File: src/rtl/mips_writeback_queue_if.sv
// Handshake/bus bundle for mips_writeback_queue.
// Forwarding-data signals exist only when WBQ_BYPASS_EN is defined.
interface mips_writeback_queue_if #(
    parameter int DEPTH  = 4,
    parameter int DATA_W = 32,
    parameter int ADDR_W = 5
);
    localparam int CNT_W = $clog2(DEPTH) + 1;

    logic              flush;
    logic              in_valid;
    logic              in_ready;
    logic [ADDR_W-1:0] in_addr;
    logic [DATA_W-1:0] in_data;
    logic              wr_en;
    logic [ADDR_W-1:0] wr_addr;
    logic [DATA_W-1:0] wr_data;
    logic              wr_ready;
    logic [ADDR_W-1:0] rs_addr;
    logic [ADDR_W-1:0] rt_addr;
    logic              rs_pending;
    logic              rt_pending;
    logic [CNT_W-1:0]  count;
`ifdef WBQ_BYPASS_EN
    logic [DATA_W-1:0] rs_fwd_data;
    logic [DATA_W-1:0] rt_fwd_data;
`endif

    // Queue side
    modport slave (
        input  flush, in_valid, in_addr, in_data, wr_ready, rs_addr, rt_addr,
        output in_ready, wr_en, wr_addr, wr_data, rs_pending, rt_pending, count
`ifdef WBQ_BYPASS_EN
        , output rs_fwd_data, rt_fwd_data
`endif
    );

    // Producer / register-file / decode side
    modport master (
        output flush, in_valid, in_addr, in_data, wr_ready, rs_addr, rt_addr,
        input  in_ready, wr_en, wr_addr, wr_data, rs_pending, rt_pending, count
`ifdef WBQ_BYPASS_EN
        , input rs_fwd_data, rt_fwd_data
`endif
    );
endinterface

File: src/rtl/mips_writeback_queue.sv
// In-order register-file write-back FIFO with per-address pending lookup.
// Define WBQ_BYPASS_EN to add youngest-match forwarding data outputs.
module mips_writeback_queue #(
    parameter int DEPTH  = 4,
    parameter int DATA_W = 32,
    parameter int ADDR_W = 5
) (
    input logic                   clk,
    input logic                   rst_n,
    mips_writeback_queue_if.slave wbq
);
    localparam int PTR_W = $clog2(DEPTH);
    localparam int CNT_W = PTR_W + 1;

    logic [ADDR_W-1:0] addr_q [DEPTH];
    logic [ADDR_W-1:0] addr_d [DEPTH];
    logic [DATA_W-1:0] data_q [DEPTH];
    logic [DATA_W-1:0] data_d [DEPTH];
    logic [PTR_W-1:0]  head_q, head_d;
    logic [PTR_W-1:0]  tail_q, tail_d;
    logic [CNT_W-1:0]  count_q, count_d;

    logic push_hs;
    logic push;
    logic pop;

    always_comb begin
        wbq.in_ready = (count_q < CNT_W'(DEPTH));
        wbq.wr_en    = (count_q != '0);
        wbq.wr_addr  = wbq.wr_en ? addr_q[head_q] : '0;
        wbq.wr_data  = wbq.wr_en ? data_q[head_q] : '0;
        wbq.count    = count_q;
        push_hs      = wbq.in_valid && wbq.in_ready;
        push         = push_hs && (wbq.in_addr != '0);
        pop          = wbq.wr_en && wbq.wr_ready;
    end

    always_comb begin
        addr_d  = addr_q;
        data_d  = data_q;
        head_d  = head_q;
        tail_d  = tail_q;
        count_d = count_q;
        if (wbq.flush) begin
            head_d  = '0;
            tail_d  = '0;
            count_d = '0;
        end else begin
            if (push) begin
                addr_d[tail_q] = wbq.in_addr;
                data_d[tail_q] = wbq.in_data;
                tail_d         = tail_q + 1'b1;
            end
            if (pop) begin
                head_d = head_q + 1'b1;
            end
            case ({push, pop})
                2'b10:   count_d = count_q + 1'b1;
                2'b01:   count_d = count_q - 1'b1;
                default: count_d = count_q;
            endcase
        end
    end

    // Walk oldest to youngest so the last match left standing is the youngest.
    logic [PTR_W-1:0] lk_idx;
    always_comb begin
        wbq.rs_pending = 1'b0;
        wbq.rt_pending = 1'b0;
`ifdef WBQ_BYPASS_EN
        wbq.rs_fwd_data = '0;
        wbq.rt_fwd_data = '0;
`endif
        lk_idx = '0;
        for (int unsigned k = 0; k < DEPTH; k++) begin
            lk_idx = head_q + PTR_W'(k);
            if (CNT_W'(k) < count_q) begin
                if ((wbq.rs_addr != '0) && (addr_q[lk_idx] == wbq.rs_addr)) begin
                    wbq.rs_pending = 1'b1;
`ifdef WBQ_BYPASS_EN
                    wbq.rs_fwd_data = data_q[lk_idx];
`endif
                end
                if ((wbq.rt_addr != '0) && (addr_q[lk_idx] == wbq.rt_addr)) begin
                    wbq.rt_pending = 1'b1;
`ifdef WBQ_BYPASS_EN
                    wbq.rt_fwd_data = data_q[lk_idx];
`endif
                end
            end
        end
    end

    always_ff @(posedge clk or negedge rst_n) begin
        if (!rst_n) begin
            for (int unsigned i = 0; i < DEPTH; i++) begin
                addr_q[i] <= '0;
                data_q[i] <= '0;
            end
            head_q  <= '0;
            tail_q  <= '0;
            count_q <= '0;
        end else begin
            addr_q  <= addr_d;
            data_q  <= data_d;
            head_q  <= head_d;
            tail_q  <= tail_d;
            count_q <= count_d;
        end
    end
endmodule

File: src/flat_wrapper.sv
// flat-port wrapper written by rule: the top's interface ports become plain ports
module mips_writeback_queue_flat 
#(
    parameter int DEPTH  = 4,
    parameter int DATA_W = 32,
    parameter int ADDR_W = 5
)
  (clk, rst_n, wbq_flush, wbq_in_valid, wbq_in_addr, wbq_in_data, wbq_wr_ready, wbq_rs_addr, wbq_rt_addr, wbq_in_ready, wbq_wr_en, wbq_wr_addr, wbq_wr_data, wbq_rs_pending, wbq_rt_pending, wbq_count);
  mips_writeback_queue_if #(.DEPTH(DEPTH), .DATA_W(DATA_W), .ADDR_W(ADDR_W)) wbq_i ();
  input logic clk;
  input logic rst_n;
  input wire logic [$bits(wbq_i.flush)-1:0] wbq_flush;
  input wire logic [$bits(wbq_i.in_valid)-1:0] wbq_in_valid;
  input wire logic [$bits(wbq_i.in_addr)-1:0] wbq_in_addr;
  input wire logic [$bits(wbq_i.in_data)-1:0] wbq_in_data;
  input wire logic [$bits(wbq_i.wr_ready)-1:0] wbq_wr_ready;
  input wire logic [$bits(wbq_i.rs_addr)-1:0] wbq_rs_addr;
  input wire logic [$bits(wbq_i.rt_addr)-1:0] wbq_rt_addr;
  output wire logic [$bits(wbq_i.in_ready)-1:0] wbq_in_ready;
  output wire logic [$bits(wbq_i.wr_en)-1:0] wbq_wr_en;
  output wire logic [$bits(wbq_i.wr_addr)-1:0] wbq_wr_addr;
  output wire logic [$bits(wbq_i.wr_data)-1:0] wbq_wr_data;
  output wire logic [$bits(wbq_i.rs_pending)-1:0] wbq_rs_pending;
  output wire logic [$bits(wbq_i.rt_pending)-1:0] wbq_rt_pending;
  output wire logic [$bits(wbq_i.count)-1:0] wbq_count;
  assign wbq_i.flush = wbq_flush;
  assign wbq_i.in_valid = wbq_in_valid;
  assign wbq_i.in_addr = wbq_in_addr;
  assign wbq_i.in_data = wbq_in_data;
  assign wbq_i.wr_ready = wbq_wr_ready;
  assign wbq_i.rs_addr = wbq_rs_addr;
  assign wbq_i.rt_addr = wbq_rt_addr;
  assign wbq_in_ready = wbq_i.in_ready;
  assign wbq_wr_en = wbq_i.wr_en;
  assign wbq_wr_addr = wbq_i.wr_addr;
  assign wbq_wr_data = wbq_i.wr_data;
  assign wbq_rs_pending = wbq_i.rs_pending;
  assign wbq_rt_pending = wbq_i.rt_pending;
  assign wbq_count = wbq_i.count;
  mips_writeback_queue #(.DEPTH(DEPTH), .DATA_W(DATA_W), .ADDR_W(ADDR_W)) u_core (.clk(clk), .rst_n(rst_n), .wbq(wbq_i));
endmodule
File: config.mk
export PLATFORM = sky130hd
export DESIGN_NAME = mips_writeback_queue_flat
export DESIGN_NICKNAME = d
export VERILOG_FILES = /design/src/rtl/mips_writeback_queue_if.sv /design/src/rtl/mips_writeback_queue.sv /design/src/flat_wrapper.sv
export SDC_FILE = /design/constraint.sdc
export NUM_CORES = 1
export LEC_CHECK = 0
export BUFFER_PORTS_ARGS = -buffer_cell sky130_fd_sc_hd__buf_4
export CORE_AREA = 2 2 98 195
export CTS_CLUSTER_SIZE = 12
export DETAILED_ROUTE_END_ITERATION = 10
export DIE_AREA = 0 0 100 197
export GPL_TIMING_DRIVEN = 0
export PLACE_DENSITY = 0.67
export SKIP_CTS_REPAIR_TIMING = 1
export SYNTH_ARGS = -nofsm -noshare
export SYNTH_HDL_FRONTEND = slang
export SYNTH_SLANG_ARGS = --single-unit
File: constraint.sdc
create_clock -name clk -period 2.8 [get_ports clk]
set_input_delay 0.56 -clock clk [delete_from_list [all_inputs] [get_ports clk]]
set_output_delay 0.56 -clock clk [all_outputs]
set_load 0.1 [all_outputs]
==> results.py <==
metrics = {
    "sta": {
        "hold_viol_final": 0,
        "period_needed_ns": 3.28,
        "rsz0062_at_grt": "yes",
        "tns_ns": -2.34,
        "slew_violations": 0,
        "max_freq_ghz": 0.305,
        "timing.slew.headroom_pct": 42.4,
        "fin_skew_ns": 0.00620,
        "min_period_over_period_pct": 117,
        "final-setup-viol-count": 25,
        "setup_slack_ns": -0.482,
        "tightest_slew_ns": 0.855,
    },
    "yosys": {
        "synthMuxAreaShare_pct": 36.9,
        "synthCells": 603,
        "yosys.area_share.simple_pct": 6.21,
        "synth_top_family_by_area": "multiplexers",
        "ys_types": 45,
        "yosysMostFrequentCell": "dfrtp_1",
        "synthAdderAreaFrac_pct": 1.23,
        "netlist_area_mm2": 0.00896,
        "synth_edf_count": 0,
        "synth_top_area_share_pct": 43.3,
        "synth_xor_area_share_pct": 5.47,
        "ys_ff_latch": 155,
        "yosys-top-cells-count": "155 x dfrtp_1, 120 x mux2_4, 47 x xnor2_1, 39 x mux4_2, 36 x and2_1",
        "ys_seq_area_share_pct": 43.3,
        "async_flop_share_pct": 100,
        "synthTopCellsByArea": "dfrtp_1 43%, mux2_4 20%, mux4_2 9.8%",
        "synth_top_cell_by_area": "dfrtp_1",
        "synth_nets": 663,
        "yosys_warnings": 0,
        "syn_avg_cell_area_um2": 14.9,
        "synth_compound_gate_area_share_pct": 1.94,
        "synth_ff_type": "dfrtp_1",
    },
    "place": {
        "post-dp-hpwl_um": 17500,
        "port_buffers": 84,
        "routabilityCongestion": 0.989,
    },
    "grt": {
        "grt_busiest_layer": "met2",
        "grt_pass1_vias": 6197,
        "overflow": 0,
        "use_met3_pct": 4.04,
        "grt_start_max_net_pins": 100,
        "antenna_found_initial": 0,
        "grt_pass1_wl_um": 36400,
        "met1_usage_pct": 25.7,
        "grt.met2_usage_pct": 48.0,
        "grtUsageTotal_pct": 25.2,
    },
    "final_layout": {
        "layout-drive-gt1-share_pct": 58.9,
        "layout.nets": 798,
        "diodes": 0,
        "n_fill_cell": 1322,
        "area_growth_pct": 31.3,
    },
    "clocking": {
        "clk_pin_slew_ns": 0.06,
        "clockBufferDepth": 2,
        "cts_tree": "done",
        "clock-sinks": 155,
        "htree_levels": 4,
        "cts_root_buffer": "clkbuf_16",
        "insertion_delay_ns": 0.43,
        "numCtsBuffers": 17,
    },
    "die": {
        "coreArea_mm2": 0.0182,
        "die_h_um": 197,
        "initial_core_util_pct": 49.2,
        "io_pins": 96,
        "fp.dieW_um": 100,
        "row_count": 70,
        "die_area_mm2": 0.0197,
    },
    "worst_setup_path": {
        "path_class": "reg -> out",
        "start_kind": "register",
        "cp.required_ns": 2.24,
        "cp.arrival_ns": 2.72,
        "endpoint_kind": "output port",
        "crit_fanout": 7,
    },
    "detailed_routing": {
        "route.detailed.drc": 0,
        "drt-total-wl_um": 24600,
        "first_pass_iters": 5,
        "dr_total_vias": 5572,
        "viasPerCell": 5.77,
        "wire_per_inst_um": 25.5,
        "drt_first_iter_violations": 201,
        "ant_nets": 0,
    },
    "job": {
        "maxCapViolCount": 0,
    },
    "min_path": {
        "hp-class": "in -> async",
    },
    "outcome": {
        "violations": "negative setup slack",
        "status": "finished, violations left",
    },
}
## layout make-up
type / count / area, µm² / area share [%]
Buffer: 44 / 594 / 5.05
Sequential cell: 155 / 3880 / 33.0
Inverter: 7 / 30.0 / 0.255
Clock inverter: 11 / 191 / 1.63
Tap cell: 216 / 270 / 2.30
Clock buffer: 20 / 447 / 3.80
Timing Repair Buffer: 116 / 1380 / 11.7
Multi-Input combinational cell: 397 / 4970 / 42.2
## stage by stage
stage          utilization, %  cell area (µm²)  hold slack, ns  cells  worst slack (ns)
6_report                 64.6            11800          0.0912    966            -0.482
5_1_grt                  64.6            11800           0.119    966            -0.509
4_1_cts                  58.4            10600           0.106    935             -1.12
3_5_place_dp             54.9            10000           0.491    904            -0.652
3_3_place_gp             54.7             9970           0.484    903            -0.641
2_1_floorplan               -             9070           0.264    603            -0.101
## worst paths after layout
kind	startpoint	to	slack [ns]	cells after the start
max	u_core.head_q[1]	wbq_rs_pending	-0.48	9
min	rst_n	u_core.data_q[44]	0.09	1
max reg2reg	u_core.wbq.count[2]	u_core.data_q[80]	0.62	8
min reg2reg	u_core.data_q[21]	u_core.data_q[21]	0.51	1
max in group asynchronous	rst_n	u_core.wbq.count[2]	1.77	2
min in group clk	wbq_flush	u_core.tail_q[0]	0.37	2
## per-layer routing
metal	part of all wire (%)	wire length, µm
met5	0	0
met4	5.3	1310
met3	2.6	632
met2	58	14200
met1	34	8450
## critical path: stages, from the launching register on
cell and delay [ns]:
dfrtp_1 0.37, buf_12 0.15, clkbuf_16 0.16, mux4_2 0.54, xnor2_2 0.27, nand4_1 0.16, a21oi_2 0.14, o21ai_2 0.08
a21boi_4 0.22, buf_12 0.19
## state kept, by name, indices dropped and copies added (netlist names)
name              count
u_core.tail_q         2
u_core.addr_q        20
u_core.wbq.count      3
u_core.data_q       128
u_core.head_q         2
## cells in the final DEF (no fill, tap or decap), types with 4 or more instances in the layout
cell type     n
dfrtp_1     152
buf_4        63
mux2i_4      12
clkinvlp_4    4
nand2_1       9
ha_1          8
buf_6        26
nand2_8       4
and2_1        4
buf_12       47
xnor2_2       4
bufinv_16     5
clkbuf_16    22
or3_1         4
and2_4       30
nor2_1       12
mux2_2       28
a21oi_1       7
mux2i_2       6
mux4_2       39
xor2_1        8
inv_1         6
mux2_4      120
o21ai_0       4
xnor2_1      43
mux2i_1      10
clkbuf_1     10
nor3_1       10
## kinds of logic (layout without fill, tap and decap cells)
family / count (synthesis) / after routing
AOI/OAI and AO/OA: 27 / 27
DFF: 155 / 155
muxes: 215 / 215
adders and majority gates: 9 / 9
and+or+nand+nor: 90 / 90
xor gates and xnor gates: 56 / 56
buffers and inverters: 51 / 198
Power is left out: the tool's default activity adds up to more than one toggle a clock period on the data nets, which glitch-free logic cannot reach.
